$ cat src/rtl/note_display_arbiter.sv
`default_nettype none
// +-----------------------------------------------------------------------------+
// | note_display_arbiter                                                        |
// | Frame-synchronous arbiter sharing the one-hot VGA colour select between     |
// | keyboard, autoplay and learn-mode note sources.                             |
// | Revision: 1.0                                                               |
// +-----------------------------------------------------------------------------+
module note_display_arbiter #(
  parameter int HOLD_FRAMES = 6,
  parameter int CNT_W       = 4
) (
  input  logic       clk,
  input  logic       rst,
  input  logic       frame_tick,
  input  logic       kbd_valid,
  input  logic [2:0] kbd_note,
  output logic       kbd_ready,
  input  logic       auto_valid,
  input  logic [2:0] auto_note,
  output logic       auto_ready,
  input  logic       learn_valid,
  input  logic [2:0] learn_note,
  output logic       learn_ready,
  output logic [6:0] color_sel,
  output logic [1:0] owner,
  output logic       busy
);

  typedef enum logic {IDLE = 1'b0, SHOW = 1'b1} state_t;

  localparam logic [1:0]       OWN_NONE    = 2'd0;
  localparam logic [1:0]       OWN_KBD     = 2'd1;
  localparam logic [1:0]       OWN_AUTO    = 2'd2;
  localparam logic [1:0]       OWN_LEARN   = 2'd3;
  localparam logic [CNT_W-1:0] HOLD_RELOAD = CNT_W'(HOLD_FRAMES - 1);

  state_t           state;
  logic [CNT_W-1:0] hold_cnt;
  logic             rr_ptr;
  logic             open;
  logic [1:0]       winner;
  logic [1:0]       grant;
  logic [2:0]       grant_note;

  // Note n lights bit (7-n); rest (0) is black.
  function automatic logic [6:0] note_to_color(input logic [2:0] note);
    logic [6:0] c;
    c = '0;
    if (note != 3'd0) c[3'd7 - note] = 1'b1;
    return c;
  endfunction

  always_comb begin
    // A slot may be (re)granted when idle, on keyboard preemption, or once the hold expires.
    open = frame_tick & ~rst &
           ((state == IDLE) | (kbd_valid & (owner != OWN_KBD)) | (hold_cnt == '0));

    winner = OWN_NONE;
    if (kbd_valid)                    winner = OWN_KBD;
    else if (auto_valid & learn_valid) winner = rr_ptr ? OWN_LEARN : OWN_AUTO;
    else if (auto_valid)              winner = OWN_AUTO;
    else if (learn_valid)             winner = OWN_LEARN;

    grant = open ? winner : OWN_NONE;

    case (grant)
      OWN_KBD:   grant_note = kbd_note;
      OWN_AUTO:  grant_note = auto_note;
      OWN_LEARN: grant_note = learn_note;
      default:   grant_note = 3'd0;
    endcase
  end

  assign kbd_ready   = (grant == OWN_KBD);
  assign auto_ready  = (grant == OWN_AUTO);
  assign learn_ready = (grant == OWN_LEARN);
  assign busy        = (state == SHOW);

  always_ff @(posedge clk or posedge rst) begin
    if (rst) begin
      state     <= IDLE;
      color_sel <= '0;
      owner     <= OWN_NONE;
      hold_cnt  <= '0;
      rr_ptr    <= 1'b0;
    end else if (frame_tick) begin
      if (grant != OWN_NONE) begin
        state     <= SHOW;
        owner     <= grant;
        color_sel <= note_to_color(grant_note);
        hold_cnt  <= HOLD_RELOAD;
        if (grant == OWN_AUTO)       rr_ptr <= 1'b1;
        else if (grant == OWN_LEARN) rr_ptr <= 1'b0;
      end else if (state == SHOW) begin
        if (hold_cnt != '0) begin
          hold_cnt <= hold_cnt - 1'b1;
        end else begin
          state     <= IDLE;
          color_sel <= '0;
          owner     <= OWN_NONE;
        end
      end
    end
  end

endmodule
`default_nettype wire

$ cat config.mk
export PLATFORM = sky130hd
export DESIGN_NAME = note_display_arbiter
export DESIGN_NICKNAME = d
export VERILOG_FILES = /design/src/rtl/note_display_arbiter.sv
export SDC_FILE = /design/constraint.sdc
export NUM_CORES = 1
export LEC_CHECK = 0
export ABC_AREA = 1
export CAP_MARGIN = 20
export CELL_PAD_IN_SITES_DETAIL_PLACEMENT = 1
export CELL_PAD_IN_SITES_GLOBAL_PLACEMENT = 2
export CORE_MARGIN = 3
export CORE_UTILIZATION = 37
export DETAILED_ROUTE_END_ITERATION = 7
export DONT_BUFFER_PORTS = 1
export GPL_ROUTABILITY_DRIVEN = 0
export PLACE_DENSITY_LB_ADDON = 0.1
export SKIP_LAST_GASP = 1
export SLEW_MARGIN = 20
export SYNTH_ARGS = -nofsm -noshare
export SYNTH_HDL_FRONTEND = slang
export SYNTH_SLANG_ARGS = --single-unit
export TNS_END_PERCENT = 50
$ cat constraint.sdc
create_clock -name clk -period 3.2 [get_ports clk]
set_clock_uncertainty 0.15 [all_clocks]
set_input_delay 0.32 -clock clk [delete_from_list [all_inputs] [get_ports clk]]
set_output_delay 0.32 -clock clk [all_outputs]
set_load 0.005 [all_outputs]
==> results.md, run 1 <==
* I/O Buffers at 0
* ANT cells at 0
* Synth Cell Area at 967.2 um2
* RSZ-0062 raised after global routing: no
* Syn Inst Count at 115
* PostCTS Resize Cnt at 0
* Worst Path Arrival at 1.55 ns
* CP Cell Sequence: inv_1 -> ha_1 -> nand2_2 -> nand3_4 -> nand2_2 -> nor2_4 -> nand2_1 -> inv_1
* Die Height at between 50 and 60 um
* Adder-cell share of the synthesized area at 0.01294
* CP max stage cell: dfrtp_1
* Critical path data required time at 2.73 ns
* #FFs+latches synth at 15
* H-tree depth at 1
* CTS buffer count at 3
* Register area share after synthesis at 0.3881
* Syn Nets at between 100 and 150
* Synth Area in XOR/XNOR at 0.01811
* Nets at 138
* Die area at 0.003263 mm2
* Placed Instances at 143
* Max Freq at 494.3 MHz
* MaxCap Viol Count at 0
* Relative max-transition margin at 0.6014
* Setup violators final at 0
* Initial antenna violation count at 0
* First-pass GRT wire length at between 3 and 4 mm
* Critical path fanouts, max at 5
* Final HPWL DP at about 1.7 mm
* Final antenna-violating net count at 0
* GR Overflow Total at 0
* CTS max path bufs at 2
* Synth Area in Compound Gates at 0.06468
* Final Cycle Share at 0.6322
* CP peak stage delay at roughly 0.37 ns
* CP startpoint kind: register
* Sum of negative setup slack at 0 ns
* Min cycle time layout at 2.023 ns
* Std cell rows at 17
* Die width at 57.13 um
* Vias at approximately 730
* Max IR drop VDD at about 320 uV
* WL/cell at 14.54 um
* Fill count at 307
* Worst hold path class: in -> reg
* Root Driver: clkbuf_4
* Warnings from Yosys at 0
* WS Path Type: reg -> out
* Netlist cell types at 21
* Power Density at 658.3 mW/mm2
* Leak at 0.5755 nW
* Layout Cells excl Fill at 149
* Starting Density at 0.4134
* Area Growth Syn to Fin at 8.409%
* Vias in the first global route at 831
* Worst setup EP type: output port
* Simple logic cell fraction of the synthesized area at 0.4256
* GRT Total Usage at 0.1500
* Post-CTS Repair Setup Buffers at 0
* Vias per inst at 4.906
* Initial DRC count at 8
* Ratio of cells with drive above 1 in the final layout at 0.2231
* Largest net degree at the start of global routing at 16
* Clk sinks at 15
* Measured slew at the worst slew-check pin at approximately 0.6 ns
* CTS Hold Bufs at 2
* Mux contribution to synthesized area at 0
* Worst skew pair latency at 0.28 ns
* Status: completed
* DRC at 0
* Top Ports at 28
* Clk pin slew, worst setup/hold paths at 0.09 ns
* Final slew viol count at 0
* Combinational family with the most area after synthesis: simple AND/OR/NAND/NOR gates
* CTS tree: built
* First-pass DRT Iterations at 4
* Core ar. at approximately 0.0023 mm2
* Avg Cell Area, Syn at 8.410 um2
* Drt total wl at 2.166 mm
* Final Hold Fails at 0
## cell type report
type,count,area [um2],area share
Inverter,22,87.58,0.08353
Multi-Input combinational cell,78,504.2,0.4809
Timing Repair Buffer,2,20.02,0.01909
Sequential cell,15,375.4,0.3580
Clock buffer,4,26.28,0.02506
Tap cell,28,35.03,0.03341
## synthesized netlist by cell type
| library cell | n | area (um2) |
|---|---|---|
| o21ai_0 | 4 | 20.02 |
| xor2_1 | 2 | 17.52 |
| nand2_2 | 3 | 18.77 |
| nand2_1 | 34 | 127.6 |
| dfrtp_1 | 15 | 375.4 |
| inv_1 | 18 | 67.56 |
| nor2_1 | 5 | 18.77 |
| o31ai_1 | 1 | 7.510 |
| inv_2 | 3 | 11.26 |
| nand3_4 | 4 | 70.07 |
| o21ai_2 | 1 | 8.760 |
| nand3_1 | 8 | 40.04 |
| nand3_2 | 7 | 70.07 |
| a21oi_1 | 1 | 5.000 |
| clkinv_4 | 1 | 8.760 |
| nor2_8 | 1 | 20.02 |
| nand2_4 | 1 | 11.26 |
| a31oi_4 | 1 | 21.27 |
| nand4_1 | 2 | 12.51 |
| nor2_4 | 2 | 22.52 |
| ha_1 | 1 | 12.51 |
## metrics by stage
step	setup WS, ns	hold WS, ns	total power (W)	instance area, um2	util
after CTS	1.138	0.08286	0.0007040	1049	0.4481
after global placement	1.434	0.1519	0.0005804	1002	0.4283
after floorplan	1.602	0.07148	0.0005262	967.2	-
after detailed placement	1.392	0.1627	0.0005883	1002	0.4283
after global routing	1.021	0.1205	0.0007589	1049	0.4481
final	1.177	0.08602	0.0006903	1049	0.4481
## per-layer routing
metal	up-vias	GRT usage	routed length, um
met5	-	0	0
met4	0	0.05960	28
met3	2	0.01584	90
met2	19	0.2594	1088
met1	338	0.1903	958
li1	372	-	-
## final timing paths
check                                  start      endpoint  slack (ns)  cells after the start
worst max-delay path             hold_cnt[0]    auto_ready        1.18                      8
worst min-delay path              frame_tick   hold_cnt[1]        0.09                      2
worst max register to register   hold_cnt[1]  color_sel[4]        1.38                     11
worst min register to register  color_sel[6]  color_sel[6]        0.37                      2
max in group asynchronous                rst  color_sel[5]        2.11                      2
min in group asynchronous                rst          busy        0.41                      2
## report_power, final
group          switching, W  leakage [nW]  internal, W
Clock             0.0000626        0.0150    0.0000483
Sequential        0.0000624         0.190     0.000260
Combinational      0.000164         0.370    0.0000929
## cells by family after synthesis
| group | after synthesis |
|---|---|
| AND/OR/NAND/NOR | 67 |
| buffers and inverters | 22 |
| flip-flops | 15 |
| AO/OA/AOI/OAI | 8 |
| XOR/XNOR | 2 |
| adder cells (fa/ha/maj) | 1 |
## sequential cells by signal, indices dropped and copies added (netlist names)
signal,cells
color_sel,7
hold_cnt,4
rr_ptr,1
busy,1
owner,2
## worst max-delay path: cells and delay by family, from the launching register on
family	cells	cell delay, ns
fa+ha+maj	1	0.20
buf+inv	2	0.18
flops	1	0.37
simple gates	5	0.52
## cell usage in the layout (no fill, tap or decap)
cell type,synthesis,routed
clkinv_4,1,1
a31oi_4,1,1
nand3_2,7,7
xor2_1,2,2
nand4_1,2,2
nand3_1,8,8
dfrtp_1,15,15
ha_1,1,1
clkbuf_4,0,3
nand2_2,3,3
nor2_8,1,1
a21oi_1,1,1
o21ai_0,4,4
o31ai_1,1,1
inv_1,18,18
dlygate4sd3_1,0,2
nor2_1,5,5
clkbuf_1,0,1
nand2_4,1,1
o21ai_2,1,1
nand2_1,34,34
nor2_4,2,2
inv_2,3,3
nand3_4,4,4
Note: power is estimated with default switching activity, not from simulation.
==> run 2: changes to the inputs <==
ABC_AREA = 0   (was 1)
CORE_UTILIZATION = 36   (was 37)
clock period = 1.95 ns   (was 3.2 ns; I/O delays follow)
==> run 2 against run 1 <==
The flow now finishes with violations (setup timing). Global-route usage rose by 1.0 points. Non-clock buffer count grew 21. Register-to-register slack lost 1.9 ns. Via count rose by 9.7%. Combinational power grew 96%. Synthesized cell count decreased by 21%.
==> results.md, run 2 <==
* Final antenna-violating net count at 0 (unchanged)
* Starting Density at 0.3943 (was 0.4134)
* WS Path Type: reg -> reg (was reg -> out)
* Syn Nets at 107 (was 131)
* Failing checks: setup timing
* Vias in the first global route at 845 (was 831)
* Syn Inst Count at 91 (was 115)
* Die width at 56.16 um (was 57.13 um)
* Worst Path Arrival at 2.49 ns (was 1.55 ns)
* DRC at 0 (unchanged)
* Final Cycle Share at 1.252
* Worst skew pair latency at 0.28 ns (about the same)
* Core ar. at 0.002297 mm2 (was 0.002340 mm2)
* Critical path data required time at 2.00 ns (was 2.73 ns)
* Crit path top cell by count: mux2_4
* Leak at 0.5357 nW (was 0.5755 nW)
* Die Height at 56.16 um (was 57.13 um)
* Synth area leaders: dfrtp_1, o31ai_4, nand2_1 (was dfrtp_1, nand2_1, nand3_2)
* Synth Cell Area at 905.9 um2 (was 967.2 um2)
* CTS buffer count at 3 (unchanged)
* Area fraction of the dominant cell type after synthesis at 0.4144 (was 0.3881)
* Relative max-transition margin at 0.6032 (was 0.6014)
* Reg with most FFs: color_sel (unchanged)
* Warnings from Yosys at 0 (unchanged)
* Max IR drop VDD at 581.5 uV (was 315.6 uV)
* Vias per inst at 5.569 (was 4.906)
* CTS max path bufs at 2 (unchanged)
* Post-synth top area cell: dfrtp_1 (unchanged)
* Register area share after synthesis at 0.4144 (was 0.3881)
* ANT cells at 0 (unchanged)
* Max Freq at 409.6 MHz
* Post-synth top cells: dfrtp_1, nand2_1, nand3_1 (was nand2_1, inv_1, dfrtp_1)
* WL/cell at 16.70 um (was 14.54 um)
* CP max stage cell: or3b_4 (was dfrtp_1)
* Number of synthesized flops with an enable pin at 0 (unchanged)
* H-tree depth at 1 (unchanged)
* Worst setup EP type: register (was output port)
* Die area at 0.003154 mm2 (was 0.003263 mm2)
* Ratio of cells with drive above 1 in the final layout at 0.3448 (was 0.2231)
* Worst hold path class: in -> reg (unchanged)
* MaxCap Viol Count at 0 (unchanged)
* GRT Total Usage at 0.1602 (was 0.1500)
* Critical path fanouts, max at 4 (was 5)
* Root Driver: clkbuf_4 (unchanged)
* Area Growth Syn to Fin at 33.15% (was 8.409%)
* Final slew viol count at 0 (unchanged)
* #FFs+latches synth at 15 (unchanged)
* CP Cell Sequence: inv_2 -> ha_4 -> or3b_4 -> a2111o_1 -> mux2_4 -> mux2_4 -> o31ai_4 (was inv_1 -> ha_1 -> nand2_2 -> nand3_4 -> nand2_2 -> nor2_4 -> nand2_1 -> inv_1)
* GR Overflow Total at 0 (unchanged)
* Initial antenna violation count at 0 (unchanged)
* First-pass DRT Iterations at 4 (unchanged)
* Top Ports at 28 (unchanged)
* Crit path setup slack, layout at -0.4914 ns (was 1.177 ns)
* Setup violators final at 16 (was 0)
* Most frequent cells in the layout: buf_4, dfrtp_1, nand2_1 (was nand2_1, inv_1, dfrtp_1)
* I/O Buffers at 0 (unchanged)
* First-pass GRT wire length at 3.919 mm (was 3.864 mm)
* CP startpoint kind: register (unchanged)
* FFs w/ async S/R, synth at 1.000 (unchanged)
* Commonest non-fill, non-tap cell in the layout: buf_4 (was nand2_1)
* Largest regs: color_sel (7), hold_cnt (4), owner (2) (unchanged)
* Min cycle time layout at ~2.4 ns
* Vias at 802 (was 731)
* Power Density at 955.5 mW/mm2 (was 658.3 mW/mm2)
* Drt total wl at 2.405 mm (was 2.166 mm)
* Clk pin slew, worst setup/hold paths at 0.09 ns (about the same)
* Initial DRC count at 15 (was 8)
* WP buf/inv at 1 (was 2)
* Nets at 133 (was 138)
* Number of flip-flops in the largest register at 7 (unchanged)
* Top_reg_cell synth: dfrtp_1 (unchanged)
* Measured slew at the worst slew-check pin at 0.5945 ns (was 0.5972 ns)
* Status: complete, but fails checks (was completed)
* Std cell rows at 17 (unchanged)
* Top-count cell post-synth: dfrtp_1 (was nand2_1)
* Largest net degree at the start of global routing at 16 (unchanged)
* RSZ-0062 raised after global routing: yes (was no)
* Netlist cell types at 34 (was 21)
* Clk sinks at 15 (unchanged)
* Final HPWL DP at 1.837 mm (was 1.721 mm)
* Pre-CTS setup slack at -0.4814 ns (was 1.392 ns)
* Final Hold Fails at 0 (unchanged)
* Sum of negative setup slack at -5.141 ns (was 0 ns)
* Avg Cell Area, Syn at 9.955 um2 (was 8.410 um2)
* CTS tree: built (unchanged)
* Family with the most delay on the worst path: multiplexers (was simple AND/OR/NAND/NOR gates)
* CP peak stage delay at 0.41 ns (was 0.37 ns)
## run 2: cell types whose count changed after synthesis, moves of 4 or more
cell,before,now
nand3_2,7,0
nand3_4,4,0
inv_1,18,5
a32o_1,0,4
nand2_1,34,11
## run 2: final cells by class
cell class                      instances  area, um2
Timing Repair Buffer                   23      180.2
Sequential cell                        15      375.4
Tap cell                               28      35.03
Inverter                                5      18.77
Fill cell                             268       1091
Multi-Input combinational cell         69      570.5
Clock buffer                            4      26.28
## run 2: final timing paths
path,from,to,slack (ns),depth (start not counted)
setup / recovery,hold_cnt[0],color_sel[4],-0.49,7
hold / removal,frame_tick,hold_cnt[0],0.1,4
setup reg to reg,hold_cnt[0],color_sel[4],-0.49,7
hold reg to reg,color_sel[6],color_sel[6],0.38,2
max in group asynchronous,rst,color_sel[0],1.01,2
min in group asynchronous,rst,hold_cnt[1],0.26,2
## run 2: per-stage QoR
step           instance area (um2)   power, W  std cells  hold WS [ns]  utilization
2_1_floorplan                905.9  0.0007111         91      -0.05352            -
3_3_place_gp                  1054  0.0008544        133       0.03473       0.4586
3_5_place_dp                  1054  0.0008683        133       0.04147       0.4586
4_1_cts                       1166   0.001108        140      0.007361       0.5076
5_1_grt                       1206   0.001250        144        0.1073       0.5251
6_report                      1206   0.001153        144       0.09936       0.5251
## run 2: logic make-up (layout without fill, tap and decap cells)
group,count (synthesis),in the layout,share of synthesized area
DFF,15,15,0.4144
xor gates and xnor gates,3,3,0.02901
AOI/OAI and AO/OA,22,22,0.2334
buffers and inverters,7,32,0.02901
adders and majority gates,1,1,0.01381
and+or+nand+nor,39,39,0.2251
muxes,4,4,0.05525
## run 2: worst reg2reg max path: stages (launching register included)
cell	delay [ns]
dfrtp_1	0.40
inv_2	0.09
ha_4	0.13
or3b_4	0.41
a2111o_1	0.41
mux2_4	0.30
mux2_4	0.29
o31ai_4	0.17
## run 2: where the power goes
part / internal [W] / switching (W) / leakage (nW) / total [W]
clock network: 0.0000793 / 0.000101 / 0.0150 / 0.000180
registers: 0.000398 / 0.0000712 / 0.188 / 0.000469
logic: 0.000277 / 0.000227 / 0.332 / 0.000503
total: 0.000754 / 0.000399 / 0.536 / 0.00115
## run 2: per-layer routing
layer	vias to the layer above	share of wire	track usage	wire [um]
met5	-	0	0	0
met4	0	0.0058	0.04068	14
met3	2	0.066	0.04408	158
met2	27	0.45	0.2504	1084
met1	384	0.48	0.2173	1146
li1	389	-	-	-
## run 2: what timing repair did
action	4_1_cts	5_1_grt
hold buffers	2	1
resized for setup	9	2
setup buffers	1	3
endpoints found under the hold margin	17	1
endpoints found under the setup margin	16	17
pin swaps	3	1
cloned	0	0
